### src/rtl/bcd_pkg.sv
// Shared types and constants for the sequential binary-to-BCD converter.
package bcd_pkg;

  typedef enum logic {OCIOSO, CONVERTE} estado_t;

  localparam logic [3:0] BCD_LIMIAR = 4'd5;
  localparam logic [3:0] BCD_AJUSTE = 4'd3;

  // Decimal digits needed to represent 2**largura - 1.
  function automatic int digitos_necessarios(input int largura);
    longint unsigned v;
    int n;
    v = (longint'(1) << largura) - 1;
    n = 1;
    v = v / 10;
    while (v != 0) begin
      n++;
      v = v / 10;
    end
    return n;
  endfunction

endpackage

### src/rtl/conversor_bcd_ajuste_digito.sv
// Double-dabble correction cell: a BCD digit of 5 or more gets +3 before the shift.
module ajuste_digito
  import bcd_pkg::*;
(
  input  logic [3:0] d,
  output logic [3:0] q
);

  assign q = (d >= BCD_LIMIAR) ? d + BCD_AJUSTE : d;

endmodule

### src/rtl/conversor_bcd_seq.sv
// Sequential double-dabble binary-to-BCD converter, one input bit per clock.
// Optional two's-complement input: define BCD_SINAL_EN.
module conversor_bcd_seq
  import bcd_pkg::*;
#(
  parameter int LARGURA = 16,
  parameter int DIGITOS = 5
) (
  input  logic                   clk,
  input  logic                   rst_n,
  input  logic                   inicio,
  input  logic [LARGURA-1:0]     binario,
  output logic                   ocupado,
  output logic                   pronto,
  output logic [4*DIGITOS-1:0]   bcd,
  output logic                   negativo
);

  localparam int CW = $clog2(LARGURA + 1);
`ifdef BCD_SINAL_EN
  // Magnitude 2**(LARGURA-1) has the same digit count as 2**(LARGURA-1) - 1.
  localparam int NECESSARIOS = digitos_necessarios(LARGURA - 1);
`else
  localparam int NECESSARIOS = digitos_necessarios(LARGURA);
`endif

  if (LARGURA < 4 || LARGURA > 32) begin : g_erro_largura
    $error("conversor_bcd_seq: LARGURA fora de 4..32");
  end
  if (DIGITOS < NECESSARIOS) begin : g_erro_digitos
    $error("conversor_bcd_seq: DIGITOS insuficiente para LARGURA");
  end

  estado_t                estado, estado_prox;
  logic                   carrega, passo, fim;
  logic [CW-1:0]          cnt;
  logic [LARGURA-1:0]     sr, sr_next, mag;
  logic [4*DIGITOS-1:0]   acc, adj, acc_next;
  logic                   sinal_in;
  logic                   unused_msb;

`ifdef BCD_SINAL_EN
  logic signed [LARGURA-1:0] bin_s;
  logic                      sinal;

  assign bin_s    = binario;
  assign sinal_in = bin_s[LARGURA-1];
  // Negating the most negative value wraps to itself, which read unsigned is the right magnitude.
  assign mag      = sinal_in ? $unsigned(-bin_s) : binario;
`else
  assign sinal_in = 1'b0;
  assign mag      = binario;
`endif

  for (genvar k = 0; k < DIGITOS; k++) begin : g_ajuste
    ajuste_digito u_ajuste (
      .d (acc[4*k +: 4]),
      .q (adj[4*k +: 4])
    );
  end

  // Accumulator and shift register move left as one register.
  assign acc_next   = {adj[4*DIGITOS-2:0], sr[LARGURA-1]};
  assign sr_next    = {sr[LARGURA-2:0], 1'b0};
  assign unused_msb = adj[4*DIGITOS-1];

  always_ff @(posedge clk or negedge rst_n) begin
    if (!rst_n) estado <= OCIOSO;
    else        estado <= estado_prox;
  end

  always_comb begin
    estado_prox = estado;
    carrega     = 1'b0;
    passo       = 1'b0;
    fim         = 1'b0;
    case (estado)
      OCIOSO: begin
        if (inicio) begin
          carrega     = 1'b1;
          estado_prox = CONVERTE;
        end
      end
      CONVERTE: begin
        passo = 1'b1;
        if (cnt == CW'(1)) begin
          fim         = 1'b1;
          estado_prox = OCIOSO;
        end
      end
      default: estado_prox = OCIOSO;
    endcase
  end

  always_ff @(posedge clk or negedge rst_n) begin
    if (!rst_n) begin
      cnt    <= '0;
      sr     <= '0;
      acc    <= '0;
      bcd    <= '0;
      pronto <= 1'b0;
    end else begin
      pronto <= fim;
      if (carrega) begin
        sr  <= mag;
        acc <= '0;
        cnt <= CW'(LARGURA);
      end else if (passo) begin
        sr  <= sr_next;
        acc <= acc_next;
        cnt <= cnt - CW'(1);
      end
      if (fim) bcd <= acc_next;
    end
  end

`ifdef BCD_SINAL_EN
  always_ff @(posedge clk or negedge rst_n) begin
    if (!rst_n) begin
      sinal    <= 1'b0;
      negativo <= 1'b0;
    end else begin
      if (carrega) sinal <= sinal_in;
      if (fim)     negativo <= sinal;
    end
  end
`else
  assign negativo = 1'b0;
  logic unused_sinal;
  assign unused_sinal = sinal_in;
`endif

  assign ocupado = (estado == CONVERTE);

endmodule

### config.mk
export PLATFORM = sky130hd
export DESIGN_NAME = conversor_bcd_seq
export DESIGN_NICKNAME = d
export VERILOG_FILES = /design/src/rtl/bcd_pkg.sv /design/src/rtl/conversor_bcd_ajuste_digito.sv /design/src/rtl/conversor_bcd_seq.sv
export SDC_FILE = /design/constraint.sdc
export NUM_CORES = 1
export LEC_CHECK = 0
export CAP_MARGIN = 0
export CORE_ASPECT_RATIO = 2
export CORE_MARGIN = 1.5
export CORE_UTILIZATION = 50
export CTS_BUF_LIST = sky130_fd_sc_hd__clkbuf_8 sky130_fd_sc_hd__clkbuf_16
export CTS_CLUSTER_SIZE = 8
export DETAILED_ROUTE_END_ITERATION = 7
export GPL_ROUTABILITY_DRIVEN = 0
export PLACE_DENSITY = 0.81
export SETUP_SLACK_MARGIN = 0.1
export SYNTH_ARGS = -nofsm -noshare
export SYNTH_HDL_FRONTEND = slang
export SYNTH_SLANG_ARGS = --single-unit
export TNS_END_PERCENT = 5
### constraint.sdc
create_clock -name clk -period 3.1 [get_ports clk]
set_input_delay 0.465 -clock clk [delete_from_list [all_inputs] [get_ports clk]]
set_output_delay 0.465 -clock clk [all_outputs]
set_load 0.05 [all_outputs]
==> results of run 1 <==
## power by group
group / internal (W) / switching, W / leakage [nW]
Combinational: 0.000849 / 0.00116 / 0.809
Sequential: 0.00118 / 0.000298 / 0.802
Clock: 0.000740 / 0.000350 / 0.168
Total: 0.00277 / 0.00181 / 1.78
## per-layer routing
layer	global-route usage	up-vias
met4	0.113	0
li1	-	1049
met3	0.0486	12
met2	0.345	51
met1	0.262	1090
met5	0	-
## final timing paths
path / startpoint / to / cells past startpoint
setup / recovery: ocupado / ocupado / 1
hold / removal: rst_n / cnt[0] / 1
setup reg to reg: cnt[1] / bcd[5] / 5
hold reg to reg: bcd[8] / bcd[8] / 2
max in group asynchronous: rst_n / ocupado / 2
min in group clk: bcd[8] / bcd[8] / 2
## worst register-to-register path: stages (launching register included)
cell	delay (ns)
dfrtp_1	0.38
inv_1	0.09
ha_1	0.20
nand4b_4	0.29
inv_2	0.37
mux2_2	0.38
## sequential cells by signal (all words and copies together), names as in the netlist
name,flops
acc,20
bcd,20
cnt,5
ocupado,1
pronto,1
sr,16
## synth_stat cells (2+ instances only)
cell type	count	area share
mux2_4	8	0.039
dfrtp_1	63	0.51
nand2b_1	4	0.0081
nor3b_1	6	0.015
or3_1	5	0.010
a22o_1	7	0.020
ha_1	12	0.049
nor3_1	7	0.011
buf_4	3	0.0073
mux2_2	2	0.0073
a21oi_1	10	0.016
nor2_1	5	0.0061
buf_2	7	0.011
and2_1	3	0.0061
inv_1	13	0.016
mux2i_1	21	0.068
clkbuf_1	5	0.0061
o21ai_1	2	0.0032
nand2_1	33	0.040
a21oi_2	4	0.011
xnor2_1	7	0.020
a21o_1	7	0.017
o21ai_0	38	0.062
nor2_2	2	0.0041
## per-stage QoR
step / utilization / area [sq um] / std cells / hold slack, ns
finish: 0.640 / 3810 / 390 / 0.00446
global route: 0.640 / 3810 / 390 / 0.0144
CTS: 0.640 / 3810 / 390 / 0.00289
detailed placement: 0.585 / 3480 / 374 / 0.357
global placement: 0.585 / 3480 / 374 / 0.346
floorplan: - / 3080 / 284 / 0.169
## cell type report
cell class,instances,area (sq um),area share
flip-flops and latches,63,1580,0.414
clock inverters,5,72.6,0.0190
well taps,63,78.8,0.0207
repair buffers,43,418,0.110
multi-input cells,191,1360,0.356
clock buffers,11,253,0.0663
inverters,14,52.6,0.0138
## cell usage in the layout, fill, tap and decap left out, drive strengths merged, types with 6 or more instances in the layout
| cell type | instances |
|---|---|
| nor2 | 7 |
| inv | 16 |
| clkbuf | 11 |
| dfrtp | 63 |
| nand2 | 33 |
| nor3b | 6 |
| mux2 | 10 |
| o21ai | 40 |
| ha | 12 |
| a21oi | 15 |
| mux2i | 21 |
| xnor2 | 7 |
| a21o | 7 |
| a22o | 8 |
| clkdlybuf4s50 | 39 |
| nor3 | 7 |
## cell families (layout without fill, tap and decap cells)
| group | Yosys count | after routing | share of synthesized area |
|---|---|---|---|
| flops | 63 | 63 | 0.511 |
| other cells | 1 | 1 | 0.00122 |
| xor+xnor | 8 | 8 | 0.0227 |
| mux | 31 | 31 | 0.114 |
| compound gates | 71 | 71 | 0.140 |
| simple gates | 68 | 68 | 0.113 |
| fa+ha+maj | 12 | 12 | 0.0487 |
| buf+inv | 30 | 73 | 0.0483 |
==> impl_results.md, run 1 <==
* Setup ws final at 0.914 ns
* Clock slew at reported path FFs at 0.05 ns
* Synth warnings at 0
* I/O pin count at 42
* Overall Global Routing Usage at 0.214
* Max layer used: met4
* CP Capture Type: primary output
* Vias post-DR at around 2,200
* Critical path launch point type: flop
* # rows at 40
* Hold Path Class: in -> async
* RSZ-0062 raised after global routing: no
* DIE AREA at ~0.0067 sq mm
* Initial cell density of the core at 0.518
* Area grow syn2layout at 23.6%
* Delay-heaviest family, CP: buffers and inverters
* Routed Antenna Nets at 0
* Slew margin rel. at 0.537
* Post-CTS Resized at 0
* Synth Register Bits at 63
* Mapped Area at 0.00308 sq mm
* Global-route wire length before repair at about 11 mm
* Register area share after synthesis at 0.511
* Maxcap violations at 0
* Total power draw at about 0.0046 W
* Worst slew pin tran at 0.694 ns
* WS Path Type: reg -> out
* Clock Path Buffers at 2
* Post-synth cell types at 34
* Crit path buffers/inverters at 1
* Status: finished clean
* Hold-fix buffers at CTS at 0
* Layout fillers at 433
* DR vias/cell at 5.65
* Antenna Cells at 0
* Syn Area/Cell at ~11 sq um
* Root buf cell: clkbuf_16
* Cell Pwr Density at ~1200 mW/mm^2
* Final Setup Violations at 0
* Post-CTS Setup Inserts at 0
* Layout cells sized above 1 at 0.122
* Final #Nets at between 300 and 400
* TritonCTS clock tree: done
* Final-report hold violation count at 0
* Pre-CTS setup slack at 1.23 ns
* Worst-Skew Late Latency at 0.33 ns
* CP required at around 2.6 ns
* FFs w/ async S/R, synth at 1.00
* Crit-path max FO at 16
* # clock sinks at 63
* Metal3 WL at 219 microns
* Crit path time final at 2.19 ns
* DR DRC count at 0
* CTS H-tree depth at 3
* CTS Buf Count at 9
* Worst EP arrival at between 1.5 and 2 ns
* Die H at 114 microns
* DR iter-0 viols at 63
* Max stage delay on crit path at 0.86 ns
* Total congestion overflow at 0
* Max VDD drop at 0.675 mV
* Setup TNS at 0 ns
* Synthesized netlist cell count at 284
* Max Transition Viols Final at 0
* Clock Skews at just over 0.005 ns
* First-pass detailed-route iteration total at 4
* IO Port Bufs at 40
* Chip Width at slightly below 60 microns
* Slowest cell on crit path: clkdlybuf4s50_1
* R2R Setup Slk at 1.28 ns
* DR WL met2 at 3.27 mm
* Ys flop type: dfrtp_1
* Leakage at 1.78 nW
* Detailed placement HPWL at around 4.1 mm
* Vias in the first global route at ~2,200
* CP cell instances: clkdlybuf4s50_1
* Post-synth EDFFs at 0
* Largest net degree at the start of global routing at 54
* Total wire length at 6.16 mm
* Syn Nets at 315
* Initial antenna violation count at 0
* M1 wire length at 2.52 mm
* Max Fclk at about 0.46 GHz
* Wire length per cell at between 15 and 20 microns
* Core area at 0.00596 sq mm
* Final worst-path cycle share at 0.705
(Power assumes the default switching activity.)
==> inputs of run 2 (changes only) <==
==> constraint.sdc (replaced) <==
create_clock -name clk -period 2.1 [get_ports clk]
set_input_delay 0.315 -clock clk [delete_from_list [all_inputs] [get_ports clk]]
set_output_delay 0.315 -clock clk [all_outputs]
set_load 0.05 [all_outputs]
==> run 2 against run 1 <==
Total power grew 42%. Via count shrank 1.0%. Sequential share of layout area grew 0.12 points. Wire length shrank 4.3%. Final cell count grew 0.51%. Final area shrank 0.30%. Core utilization shrank 0.19 points. Worst setup slack lost 0.63 ns. Flip-flop and latch count is the same. The run now ends with negative hold slack left.
==> impl_results.md, run 2 (synthesized netlist as in run 1, its figures left out) <==
* Total power draw at around 0.0065 W
* DR iter-0 viols at 61
* Clock Skews at 0.00634 ns
* Chip Width at 58.5 microns
* CTS Buf Count at 9
* Crit-path max FO at 2
* TritonCTS clock tree: done
* Slowest cell on crit path: clkdlybuf4s50_1
* # clock sinks at 63
* Global-route wire length before repair at 10.1 mm
* Leakage at 1.78 nW
* CP cell instances: clkdlybuf4s50_1
* Initial cell density of the core at 0.518
* Die H at 114 microns
* Total wire length at 5.89 mm
* Setup TNS at 0 ns
* Failing checks: negative hold slack
* Status: finished, violations left
* Register area at around 0.0016 sq mm
* Clock slew at reported path FFs at 0.05 ns
* Layout Utilization at 0.638
* CP required at 1.78 ns
* Crit path time final at around 1.8 ns
* Final-report hold violation count at 8
* I/O pin count at 42
* Seq pwr share at 0.333
* Gate power share at 0.463
* Max stage delay on crit path at 0.81 ns
* Worst EP arrival at around 1.5 ns
* DR vias/cell at 5.56
* Core area at 0.00596 sq mm
* Internal power at 0.00386 W
* Setup ws final at 0.287 ns
* Maxcap violations at 0
* Metal3 WL at between 150 and 200 microns
* Initial antenna violation count at 0
* DR DRC count at 0
* Final worst-path cycle share at 0.864
* Vias post-DR at 2,180
* CP Capture Type: primary output
* Largest net degree at the start of global routing at 64
* Hold Path Class: in -> async
* Max Transition Viols Final at 0
* Critical path launch point type: flop
* Detailed placement HPWL at 3.97 mm
* M1 wire length at 2.42 mm
* Clock Path Buffers at 2
* Switch Pwr at 0.00264 W
* Overall Global Routing Usage at 0.204
* Layout fillers at between 400 and 500
* Max VDD drop at 0.847 mV
* Hold-fix buffers at CTS at 0
* Routed Antenna Nets at 0
* Antenna Cells at 0
* WS Path Type: reg -> out
* CTS H-tree depth at 3
* Root buf cell: clkbuf_16
* Max layer used: met4
* Worst-Skew Late Latency at roughly 0.33 ns
* Hold_ws at -0.0163 ns
* Area grow syn2layout at 23.2%
* Area of the multi-input gates at 0.00136 sq mm
* First-pass detailed-route iteration total at 4
* Crit path buffers/inverters at 1
* Final Setup Violations at 0
* Total congestion overflow at 0
* Post-CTS Setup Inserts at 0
* Post-CTS Resized at 0
* Cell Pwr Density at around 1700 mW/mm^2
* Vias in the first global route at 2,137
* Biggest regs: acc: 20 flops, bcd: 20 flops, sr: 16 flops
* Sw Ratio at 0.406
* Clock share of power at 0.204
* DIE AREA at 0.00667 sq mm
* Pre-CTS setup slack at 0.435 ns
* RSZ-0062 raised after global routing: no
* Delay-heaviest family, CP: buffers and inverters
* Leading cell types in the layout, fill and taps excluded: dfrtp_1, o21ai_0, clkdlybuf4s50_1, nand2_1, mux2i_1
* Most common cell after layout, fill and taps aside: dfrtp_1
* IO Port Bufs at 40
* # rows at 40
* DR WL met2 at 3.10 mm
* Final #Nets at between 300 and 400
* Max Fclk at 0.551 GHz
* Layout cells sized above 1 at 0.128
* Wire length per cell at between 15 and 20 microns
[run 2: cell types whose count changed in the layout (fill, tap and decap cells not counted), sizes merged]
cell,delta
clkdlybuf4s50,-1
buf,+4
bufinv,-2
inv,+1
[run 2: final timing paths]
path / startpoint / end / slack, ns / cells past startpoint
min in group clk: bcd[8] / bcd[8] / 0.47 / 2
worst min-delay path: rst_n / sr[5] / -0.02 / 2
worst max-delay path: bcd[18] / bcd[18] / 0.29 / 1
worst min register to register: bcd[8] / bcd[8] / 0.47 / 2
worst max register to register: acc[0] / bcd[2] / 0.49 / 6
max in group asynchronous: rst_n / bcd[9] / 1.82 / 2
[run 2: worst reg2reg max path: cells and delay by family, from the launching register on]
kind	cells	cell delay [ns]
and+or+nand+nor	1	0.11
adders and majority gates	1	0.27
buffers and inverters	1	0.12
DFF	1	0.38
AOI/OAI and AO/OA	1	0.18
muxes	2	0.49
[run 2: final cells by class]
type | instances | area share
Sequential cell | 63 | 0.415
Clock inverter | 4 | 0.00428
Inverter | 14 | 0.0138
Tap cell | 63 | 0.0208
Clock buffer | 11 | 0.0665
Multi-Input combinational cell | 191 | 0.357
Timing Repair Buffer | 46 | 0.122
[run 2: metal layers]
layer  up-vias  global-route usage
li1       1063                   -
met5         -                   0
met4         0               0.135
met2        43               0.328
met1      1056               0.242
met3        18              0.0384
[run 2: power by group through the flow]
| stage | clock [W] | combinational, W | sequential (W) |
|---|---|---|---|
| after floorplan | 0 | 0.00166 | 0.00267 |
| after global placement | 0 | 0.00289 | 0.00215 |
| after detailed placement | 0 | 0.00299 | 0.00217 |
| after CTS | 0.00134 | 0.00303 | 0.00216 |
| after global routing | 0.00139 | 0.00328 | 0.00224 |
| final | 0.00133 | 0.00301 | 0.00216 |
[run 2: through the flow]
stage               instances  instance area, sq um
floorplan                 284                  3080
global route              392                  3800
CTS                       392                  3800
global placement          377                  3530
finish                    392                  3800
detailed placement        377                  3530
